**config.mk**
```make
export PLATFORM = sky130hd
export DESIGN_NAME = pipeline_hazard_ctrl
export DESIGN_NICKNAME = d
export VERILOG_FILES = /design/src/rtl/pipe_ctrl_pkg.sv /design/src/rtl/mem_wait_fsm.sv /design/src/rtl/pipeline_hazard_ctrl.sv
export SDC_FILE = /design/constraint.sdc
export NUM_CORES = 1
export LEC_CHECK = 0
export ABC_AREA = 1
export CORE_MARGIN = 2
export CORE_UTILIZATION = 30
export DETAILED_ROUTE_END_ITERATION = 10
export MAX_ROUTING_LAYER = met4
export SLEW_MARGIN = 10
export SYNTH_ARGS = -nofsm -noshare
export SYNTH_HDL_FRONTEND = slang
export SYNTH_SLANG_ARGS = --single-unit
```
**constraint.sdc**
```tcl
create_clock -name clk -period 5.15 [get_ports clk]
set_input_delay 1.545 -clock clk [delete_from_list [all_inputs] [get_ports clk]]
set_output_delay 1.545 -clock clk [all_outputs]
set_load 0.01 [all_outputs]
```
**src/rtl/pipe_ctrl_pkg.sv**
```systemverilog
// Shared types and sizing for the pipeline stall/flush controller.
package pipe_ctrl_pkg;

  localparam int REG_ADDR_W          = 4;
  localparam int MEM_WAIT_CYCLES_DEF = 4;
  localparam int WAIT_CNT_W          = 4;

  typedef enum logic {
    IDLE   = 1'b0,
    ACCESS = 1'b1
  } mem_state_e;

endpackage

```
**src/rtl/mem_wait_fsm.sv**
```systemverilog
// Data-memory wait-state sequencer: holds freeze_all for MEM_WAIT_CYCLES cycles, then pulses mem_done.
// Combinational outputs from state/counter; a dropped mem_req mid-access is ignored and the count finishes.
module mem_wait_fsm
  import pipe_ctrl_pkg::*;
#(
  parameter int MEM_WAIT_CYCLES = MEM_WAIT_CYCLES_DEF
) (
  input  logic clk,
  input  logic rst,
  input  logic mem_req,
  output logic freeze_all,
  output logic mem_done
);

  localparam logic [WAIT_CNT_W-1:0] CNT_LOAD = WAIT_CNT_W'(MEM_WAIT_CYCLES - 1);

  mem_state_e              state_q, state_d;
  logic [WAIT_CNT_W-1:0]   cnt_q, cnt_d;
  logic                    freeze_raw;
  logic                    done_raw;

  always_comb begin
    state_d    = state_q;
    cnt_d      = cnt_q;
    freeze_raw = 1'b0;
    done_raw   = 1'b0;
    unique case (state_q)
      IDLE: begin
        if (mem_req) begin
          state_d    = ACCESS;
          cnt_d      = CNT_LOAD;
          freeze_raw = 1'b1;
        end
      end
      ACCESS: begin
        if (cnt_q != '0) begin
          cnt_d      = cnt_q - 1'b1;
          freeze_raw = 1'b1;
        end else begin
          done_raw = 1'b1;
          state_d  = IDLE;
        end
      end
      default: state_d = IDLE;
    endcase
  end

  // IDLE with mem_req would freeze combinationally; reset must release the pipeline at once
  assign freeze_all = freeze_raw & ~rst;
  assign mem_done   = done_raw & ~rst;

  always_ff @(posedge clk or posedge rst) begin
    if (rst) begin
      state_q <= IDLE;
      cnt_q   <= '0;
    end else begin
      state_q <= state_d;
      cnt_q   <= cnt_d;
    end
  end

endmodule

```
**src/rtl/pipeline_hazard_ctrl.sv**
```systemverilog
// Stall/flush controller for the 5-stage pipeline: RAW bubbles, branch flush, memory wait freeze, stall counter.
// Outputs combinational (zero latency); PIPE_HAZARD_FORWARDING_EN limits stalls to load-use hazards.
module pipeline_hazard_ctrl #(
  parameter int MEM_WAIT_CYCLES = pipe_ctrl_pkg::MEM_WAIT_CYCLES_DEF,
  parameter int REG_ADDR_W      = pipe_ctrl_pkg::REG_ADDR_W,
  parameter int STALL_CNT_W     = 16
) (
  input  logic                   clk,
  input  logic                   rst,
  input  logic [REG_ADDR_W-1:0]  id_src1,
  input  logic [REG_ADDR_W-1:0]  id_src2,
  input  logic                   id_uses_src1,
  input  logic                   id_two_src,
  input  logic [REG_ADDR_W-1:0]  exe_dest,
  input  logic                   exe_wb_en,
  input  logic                   exe_mem_r_en,
  input  logic [REG_ADDR_W-1:0]  mem_dest,
  input  logic                   mem_wb_en,
  input  logic                   mem_req,
  input  logic                   branch_taken,
  output logic                   freeze_if,
  output logic                   flush_if,
  output logic                   flush_id,
  output logic                   freeze_all,
  output logic                   mem_done,
  output logic [STALL_CNT_W-1:0] stall_cycles
);

  logic src1_exe, src2_exe;
  logic hz;
  logic [STALL_CNT_W-1:0] stall_cnt_q, stall_cnt_d;

  assign src1_exe = exe_wb_en && (id_src1 == exe_dest);
  assign src2_exe = exe_wb_en && (id_src2 == exe_dest);

`ifdef PIPE_HAZARD_FORWARDING_EN
  // Forwarding covers everything except a load whose data is not back yet
  logic unused_mem_ports;
  assign unused_mem_ports = &{1'b0, mem_dest, mem_wb_en};
  assign hz = exe_mem_r_en & ((id_uses_src1 & src1_exe) | (id_two_src & src2_exe));
`else
  logic src1_mem, src2_mem;
  logic unused_load_flag;
  assign src1_mem = mem_wb_en && (id_src1 == mem_dest);
  assign src2_mem = mem_wb_en && (id_src2 == mem_dest);
  assign unused_load_flag = &{1'b0, exe_mem_r_en};
  assign hz = (id_uses_src1 & (src1_exe | src1_mem)) |
              (id_two_src   & (src2_exe | src2_mem));
`endif

  mem_wait_fsm #(
    .MEM_WAIT_CYCLES(MEM_WAIT_CYCLES)
  ) u_mem_wait (
    .clk       (clk),
    .rst       (rst),
    .mem_req   (mem_req),
    .freeze_all(freeze_all),
    .mem_done  (mem_done)
  );

  // A held EXE/ID pair during a memory wait must not be flushed or re-evaluated
  always_comb begin
    freeze_if = 1'b0;
    flush_if  = 1'b0;
    flush_id  = 1'b0;
    if (freeze_all) begin
      freeze_if = 1'b1;
    end else if (branch_taken) begin
      flush_if = 1'b1;
      flush_id = 1'b1;
    end else if (hz) begin
      freeze_if = 1'b1;
      flush_id  = 1'b1;
    end
  end

  always_comb begin
    stall_cnt_d = stall_cnt_q;
    if ((freeze_if | freeze_all) && (stall_cnt_q != '1))
      stall_cnt_d = stall_cnt_q + 1'b1;
  end

  always_ff @(posedge clk or posedge rst) begin
    if (rst) stall_cnt_q <= '0;
    else     stall_cnt_q <= stall_cnt_d;
  end

  assign stall_cycles = stall_cnt_q;

endmodule

```
# Word-level counts from Yosys, hierarchy flattened
# Index checks and enable logic that the tools add are counted.
# totals
out_inout_bits	21
inputBits	25
latch_bits	0
reg_bits	21
n_memories	0
word_cells	44
mem_bits_ro	0
ram_bits	0
# classes
magnitude_cmp	0
reduce_logical	7
n_div	0
bitwise_logic	10
n_eq_ne	7
n_mux	15
n_mul	0
addsub	2
shift	0
# op_table
op	count
$add 16x1->16 const B	1
$eq 4x4->1	4
$ne 16x16->1 const B	1
$mux 1	11
$mux 4	2
$pmux 4 s2	1
$logic_and 1x1->1	5
$and 1x1->1	4
$ne 2x2->1 const B	2
$or 1x1->1	4
$reduce_bool 4->1	1
$sub 4x1->4 const B	1
$not 1->1	2
$pmux 1 s2	1
$reduce_and 2->1	1

# Depth between registers and ports, before layout
# Gate-level depths: netlist of run 1.
# depth
depth_word	10
ltp_mapped	12
mapped_depth_nobuf	11

# By module
# A second synthesis of run 1 with hierarchy kept.
# unflattened
hier_cells	252
hier_area_um2	1654.1
# by_module_without_submodules
module	seq_area_each_um2	cells_per_inst	area_per_inst_um2	instances
pipeline_hazard_ctrl	400.4	215	1372.6	1
mem_wait_fsm	125.1	37	281.5	1

# Worst setup path before layout of run 1
# OpenSTA, ideal clock, no wires.
# synth_timing
path_kind	input to output
startpoint	input rst
endpoint	output flush_id
path_stages	5
required_time_ns	3.605
t_arrival_ns	2.696
n_path_buf	1
setup_slack_ns	0.909
path_cell_list	inv_1 -> nand2_2 -> nand2_2 -> buf_4 -> o21ai_0
# synth_between
elab_chain_cells	3
# synth_lines
element	line_no	rtl
start, declared	pipeline_hazard_ctrl.sv:9	input logic rst,
$not 1->1	mem_wait_fsm.sv:49	assign freeze_all = freeze_raw & ~rst;
$and 1x1->1	mem_wait_fsm.sv:49	
$mux 1	pipeline_hazard_ctrl.sv:66	if (freeze_all) begin
end, declared	pipeline_hazard_ctrl.sv:23	output logic flush_id,
# No other way between the ends.

# Worst setup path after layout of run 1
# layout_timing
startpoint	input id_src1[0]
endpoint	output flush_id
# layout_between
elab_chain_cells	8
word_cells_on_any_way	10
classes_between	2 x eq/ne; 3 x mux; 3 x bitwise; 2 x reduce/logical
# layout_lines
element	line_no	rtl
start, declared	pipeline_hazard_ctrl.sv:10	input logic [REG_ADDR_W-1:0] id_src1,
$eq 4x4->1, on equally long branches	pipeline_hazard_ctrl.sv:33, pipeline_hazard_ctrl.sv:44	
$logic_and 1x1->1, on equally long branches	pipeline_hazard_ctrl.sv:33, pipeline_hazard_ctrl.sv:44	
$or 1x1->1 *	pipeline_hazard_ctrl.sv:47	assign hz = (id_uses_src1 & (src1_exe | src1_mem)) |
$and 1x1->1 *	pipeline_hazard_ctrl.sv:47	
$or 1x1->1 *	pipeline_hazard_ctrl.sv:47	
$mux 1 *	pipeline_hazard_ctrl.sv:71	end else if (hz) begin
$mux 1 *	pipeline_hazard_ctrl.sv:68	end else if (branch_taken) begin
$mux 1 *	pipeline_hazard_ctrl.sv:66	
# Every way passes the cells marked *; elsewhere a longest branch is shown, timed or not.

==> results.cfg, run 1 <==
[logic_synthesis]
ys_seq_area_share_pct = 32.5
async_flop_share_pct = 100
synth_ff_type = dfrtp_1
ys_ff_latch = 21
synth_edf_count = 0
synthesis.nets = 272
synth_cells = 244
synth_cell_type_count = 28
synthTopCellsByArea = dfrtp_1 33%, nand2_1 20%, nand4_1 7.4%
syn_area_um2 = 1620
yosys.cell_count.top_type = nand2_1
yosys_warnings = 0
synth_top_cell_by_area = dfrtp_1
syn_area_per_cell_um2 = 6.63
yosys.area.top_type_share_pct = 32.5
synth_commonest_cells = 86 x nand2_1, 30 x inv_1, 25 x nor2_1, 21 x dfrtp_1, 19 x nand4_1

[sta]
setup_tns_ns = 0
clock-skew-final_ns = 0.00962
relSlewSlack_pct = 74.6
fin_crit_sh_pct = 96.8
worstMarginPinSlew_ns = 0.380
drv_slew = 0
hold_viol = 0
rsz0062_at_grt = no
setup_viol = 0
max_freq_mhz = 201
final.min_clock_period_ns = 4.98

[worst_setup_path]
r2r_cells = 10
rr_endpoint = stall_cycles[5]
max_stage_delay_ns = 0.58
critPathSlowestCell = clkdlybuf4s50_1
cp_cell_sequence = clkdlybuf4s50_1 > inv_1 > nand2_1 > nand2_1 > nor2_1 > nand3_1 > nand2_1 > nand2_1 > nand2_1 > inv_1 > o21ai_0 > clkdlybuf4s50_1
r2r-start = u_mem_wait.cnt_q[0]
crit_type = in -> out
cp_data_required_time_ns = 3.61
r2r_setup_slack_ns = 3.21
worstPathMaxFanout = 4
cp_common_cell = nand2_1
crit_path_end_kind = output pin
critPathLaunchType = input pin
critPathLaunch = id_src1[0]
critPathCapture = flush_id
arrival_ns = 3.44

[power]
pwr_density_cell_nw_per_um2 = 280
p_leak_uw = 0.00103
vdd_ir_drop_max_mv = 0.141
finalPower_uw = 608

[layout]
final_core_util_pct = 42.3
stdcell_count = 360
nFillCells = 575
antenna_cells = 0
nets = 319
area_growth_pct = 34.6
drive_above_1_share_pct = 6.21

[drt]
drtIter0Drc = 135
via_per_inst = 4.44
routed_wl_um = 3700
postRouteAntennaNets = 0
wl_per_cell_um = 10.3
vias = 1597
firstDrtPassIters = 4
drc = 0

[clocking]
clk_path_buf_depth = 2
htree_levels = 1
cts_sinks = 21
root_buffer = clkbuf_8
cts_tree = built
cts_setup_buffers = 0
clk_latency_ns = 0.26
cts_hold_buf = 0
cts_buffers = 3
cts_resized = 0
path_clk_slew_ns = 0.08

[global_routing]
grt_max_degree = 22
grt_pass1_vias = 1420
grt_pass1_wl_um = 6380
grt_antenna_before_repair = 0
grt-ovfl-total = 0
grt_use_total_pct = 13.1

[die]
start_util_pct = 31.5
die_x_um = 77.4
coreArea_um2 = 5140
fp.dieArea_um2 = 5990
die_y_um = 77.4
rows = 26
io_pins = 46

[job]
drv_cap = 0

[placed_design]
dp_hpwl_um = 2930
dp.cells = 356
place.gp.congestion = 0.892
port_buffers = 44

[hold_path]
min_path_type = reg -> reg

[run_status]
status = complete, no violations
stage by stage:
step | setup slack [ns] | hold WS [ns] | area, µm²
after floorplan | 0.909 | 0.479 | 1620
after global placement | 0.161 | 0.489 | 2130
after detailed placement | 0.156 | 0.491 | 2130
after CTS | 0.154 | 0.509 | 2180
after global routing | 0.0273 | 0.553 | 2180
final | 0.167 | 0.510 | 2180
routing by layer:
layer	up-vias	GRT usage [%]	part of all wire, %
li1	865	-	-
met1	694	17.2	50
met2	36	21.4	45
met3	2	1.63	4.5
met4	0	3.75	0.70
met5	-	-	0
how the worst min path moves through the flow:
| stage | endpoint | from | depth (start not counted) |
|---|---|---|---|
| floorplan | u_mem_wait.cnt_q[1] | u_mem_wait.state_q | 1 |
| global placement | stall_cycles[13] | stall_cycles[13] | 2 |
| detailed placement | stall_cycles[15] | stall_cycles[15] | 2 |
| CTS | stall_cycles[15] | stall_cycles[15] | 2 |
| global route | stall_cycles[15] | stall_cycles[15] | 2 |
| finish | stall_cycles[15] | stall_cycles[15] | 2 |
flip-flops by register name, indices dropped and copies added, names as in the netlist:
name,count
stall_cycles,16
u_mem_wait.state_q,1
u_mem_wait.cnt_q,4
where the power goes:
| part | switching, µW | internal (µW) |
|---|---|---|
| combinational | 147 | 118 |
| clock | 52.7 | 55.1 |
| sequential | 33.8 | 201 |
| total | 234 | 375 |
worst max-delay path: cells and delay by family:
kind | cells | cell delay [ns]
simple gates | 7 | 0.50
compound gates | 1 | 0.19
buf+inv | 4 | 1.19
cells by family (layout without fill, tap and decap cells):
| kind of cell | Yosys count | count (layout) | synth area share (%) |
|---|---|---|---|
| AOI/OAI and AO/OA | 10 | 10 | 3.41 |
| xor gates and xnor gates | 17 | 17 | 9.21 |
| adders and majority gates | 3 | 3 | 2.32 |
| buffers and inverters | 39 | 85 | 9.91 |
| DFF | 21 | 21 | 32.5 |
| and+or+nand+nor | 154 | 154 | 42.6 |
cell type report:
type | count | area, µm² | area share (%)
clock buffer | 4 | 45.0 | 2.07
inverter | 35 | 131 | 6.04
timing repair buffer | 46 | 455 | 20.9
tap | 70 | 87.6 | 4.03
multi-input combinational | 184 | 931 | 42.8
sequential | 21 | 526 | 24.2
cells in the final DEF, fill, tap and decap left out:
cell,count
inv_1,30
nand3b_1,1
a31oi_1,1
nand3_1,9
nand2_1,86
clkbuf_8,3
o21ai_0,4
o21ai_1,2
nand2_2,4
clkinv_1,1
nand4_1,19
clkbuf_1,1
nor2_1,25
o22ai_1,1
clkdlybuf4s50_1,44
nor3_1,4
dfrtp_1,21
nor3_2,1
buf_4,2
nor2_2,2
nand3_4,1
xnor2_1,6
nor4_1,1
xor2_1,11
nand3_2,1
a21oi_1,1
a211oi_1,1
ha_1,3
inv_2,4
Note: power is estimated with default switching activity, not from simulation.
==> inputs of run 2 (changes only) <==
--- a/config.mk
+++ b/config.mk
@@ -10,6 +10,7 @@
 export CORE_UTILIZATION = 30
 export DETAILED_ROUTE_END_ITERATION = 10
 export MAX_ROUTING_LAYER = met4
+export SKIP_CTS_REPAIR_TIMING = 1
 export SLEW_MARGIN = 10
 export SYNTH_ARGS = -nofsm -noshare
 export SYNTH_HDL_FRONTEND = slang
==> results of run 2 <==
No change in the layout: final DEF, timing and power equal those of run 1.
==> RTL edit, RTL diff (settings of run 1) <==
Change the package constant `WAIT_CNT_W` from 4 to 3.
--- a/src/rtl/pipe_ctrl_pkg.sv
+++ b/src/rtl/pipe_ctrl_pkg.sv
@@ -3,7 +3,7 @@
 
   localparam int REG_ADDR_W          = 4;
   localparam int MEM_WAIT_CYCLES_DEF = 4;
-  localparam int WAIT_CNT_W          = 4;
+  localparam int WAIT_CNT_W          = 3;
 
   typedef enum logic {
     IDLE   = 1'b0,
Formal check against the unedited RTL: no difference found for any inputs over 10 cycles, from zero or initial values and one cycle with rst high; that may be too few to reach the edited logic, so the function may still have changed.
==> RTL edit against run 1 <==
Critical path depth unchanged; via count is 3.5% lower; worst setup slack gained 0.041 ns; sequential cell count is 1 lower; count of clock-buffer cells in the layout unchanged; cell area down 2.4%; routed wire length is 0.27% higher; area after synthesis fell by 3.6%; total power up 2.0%; critical path type unchanged; largest cell class unchanged.
==> RTL edit: results (changes against run 1) <==
[status]
status = complete, no violations

[hold_path]
whs_path_depth = 1  ; -1
hold_end = u_mem_wait.cnt_q[0]$_DFFE_PP0P_

[critical_path]
r2r-end = stall_cycles[12]$_DFFE_PP0P_
reg2reg_depth = 11  ; +1
r2r_slack_ns = 3.26  ; +0.05 ns
worst_path_largest_cell_delay_ns = 0.56  ; -0.02 ns
arrival_ns = 3.40  ; -0.04 ns
cp_max_fo = 3  ; -1

[timing]
fin_hold_ws_ns = 0.4957  ; -0.01396 ns
skew_ns = 0.002280  ; -0.007335 ns

[logic_synthesis]
synth.net_count = 256  ; -5.9%
synth-xor-area-share_pct = 10.11  ; +0.90 points
synthTopCellsByArea = dfrtp_1 (32%), nand2_1 (20%), xnor2_1 (8.4%)
synth_compound_area_share_pct = 2.729  ; -0.68 points
yosysUniqueCellTypes = 26  ; -7.1%
synth_fa_ha_area_share_pct = 2.408  ; +0.086 points

[global_routing]
grt_pass1_wl_mm = 6.637  ; +4.0%
grt_use_total_pct = 13.96  ; +0.83 points
grt_pass1_vias = 1494  ; +5.2%

[power]
ir_worst_vdd_mv = 0.1188  ; -16%
p_int_w = 0.0003838  ; +2.4%

[placed_design]
dpl-instance-area_um2 = 2068  ; -2.9%
hpwl_mm = 2.854  ; -2.8%
place_congestion = 0.8273  ; -7.2%

[floorplanning]
die_x_um = 76.09  ; -1.7%

[detailed_routing]
drt_iter0_markers = 66  ; -51%

[layout]
fillers = 561  ; -2.4%
drive_gt1_share_pct = 5.495  ; -0.71 points

==> RTL edit: cell types whose count changed after synthesis, sizes merged, moves of 2 or more <==
cell,delta
nand2,-4
xor2,-8
nand3,+2
o21ai,-2
inv,-7
nor3,-3
xnor2,+9
==> RTL edit: metal layers <==
layer	GRT usage (%)	share of wire, %
met5	-	0
met4	3.273	1.0
met3	1.540	3.7
met2	23.57	45
met1	18.11	50
==> RTL edit: power by group through the flow <==
| stage | sequential (W) | clock [W] | combinational (W) |
|---|---|---|---|
| 2_1_floorplan | 0.000234 | 0 | 0.000161 |
| 3_3_place_gp | 0.000237 | 0 | 0.000263 |
| 3_5_place_dp | 0.000236 | 0 | 0.000270 |
| 4_1_cts | 0.000234 | 0.000124 | 0.000271 |
| 5_1_grt | 0.000242 | 0.000130 | 0.000303 |
| 6_report | 0.000233 | 0.000121 | 0.000267 |
==> RTL edit: through the flow <==
| step | power (W) | instances |
|---|---|---|
| global route | 0.0006755 | 343 |
| floorplan | 0.0003955 | 228 |
| detailed placement | 0.0005065 | 339 |
| finish | 0.0006202 | 343 |
| global placement | 0.0005007 | 339 |
| CTS | 0.0006283 | 343 |
==> RTL edit: worst reg2reg max path, delay by kind of cell (launching register included) <==
family                     cells  cell delay [ns]
adders and majority gates      1             0.19
buffers and inverters          3             0.35
DFF                            1             0.38
and+or+nand+nor                7             0.85
==> RTL edit: cell families after synthesis <==
| group | Yosys count |
|---|---|
| buf+inv | 31 |
| simple gates | 148 |
| fa+ha+maj | 3 |
| xor+xnor | 18 |
| compound gates | 8 |
| flops | 20 |
==> RTL edit: layout make-up <==
type	count	area [µm²]	area share, %
Timing Repair Buffer	45	447.9	21.10
Inverter	27	103.9	4.891
Tap cell	70	87.58	4.125
Multi-Input combinational cell	177	928.4	43.72
Clock buffer	4	55.05	2.593
Sequential cell	20	500.5	23.57
==> RTL edit: worst max path at each step <==
stage                            from         to  slack, ns  cells past startpoint
after floorplan               mem_req   flush_id       1.21                      7
after global placement    mem_dest[0]  freeze_if       0.21                     12
after detailed placement  mem_dest[0]   flush_id       0.19                     12
after CTS                 mem_dest[0]   flush_id       0.19                     12
after global routing       id_src1[1]   flush_id       0.03                     12
final                     mem_dest[0]   flush_id       0.21                     12
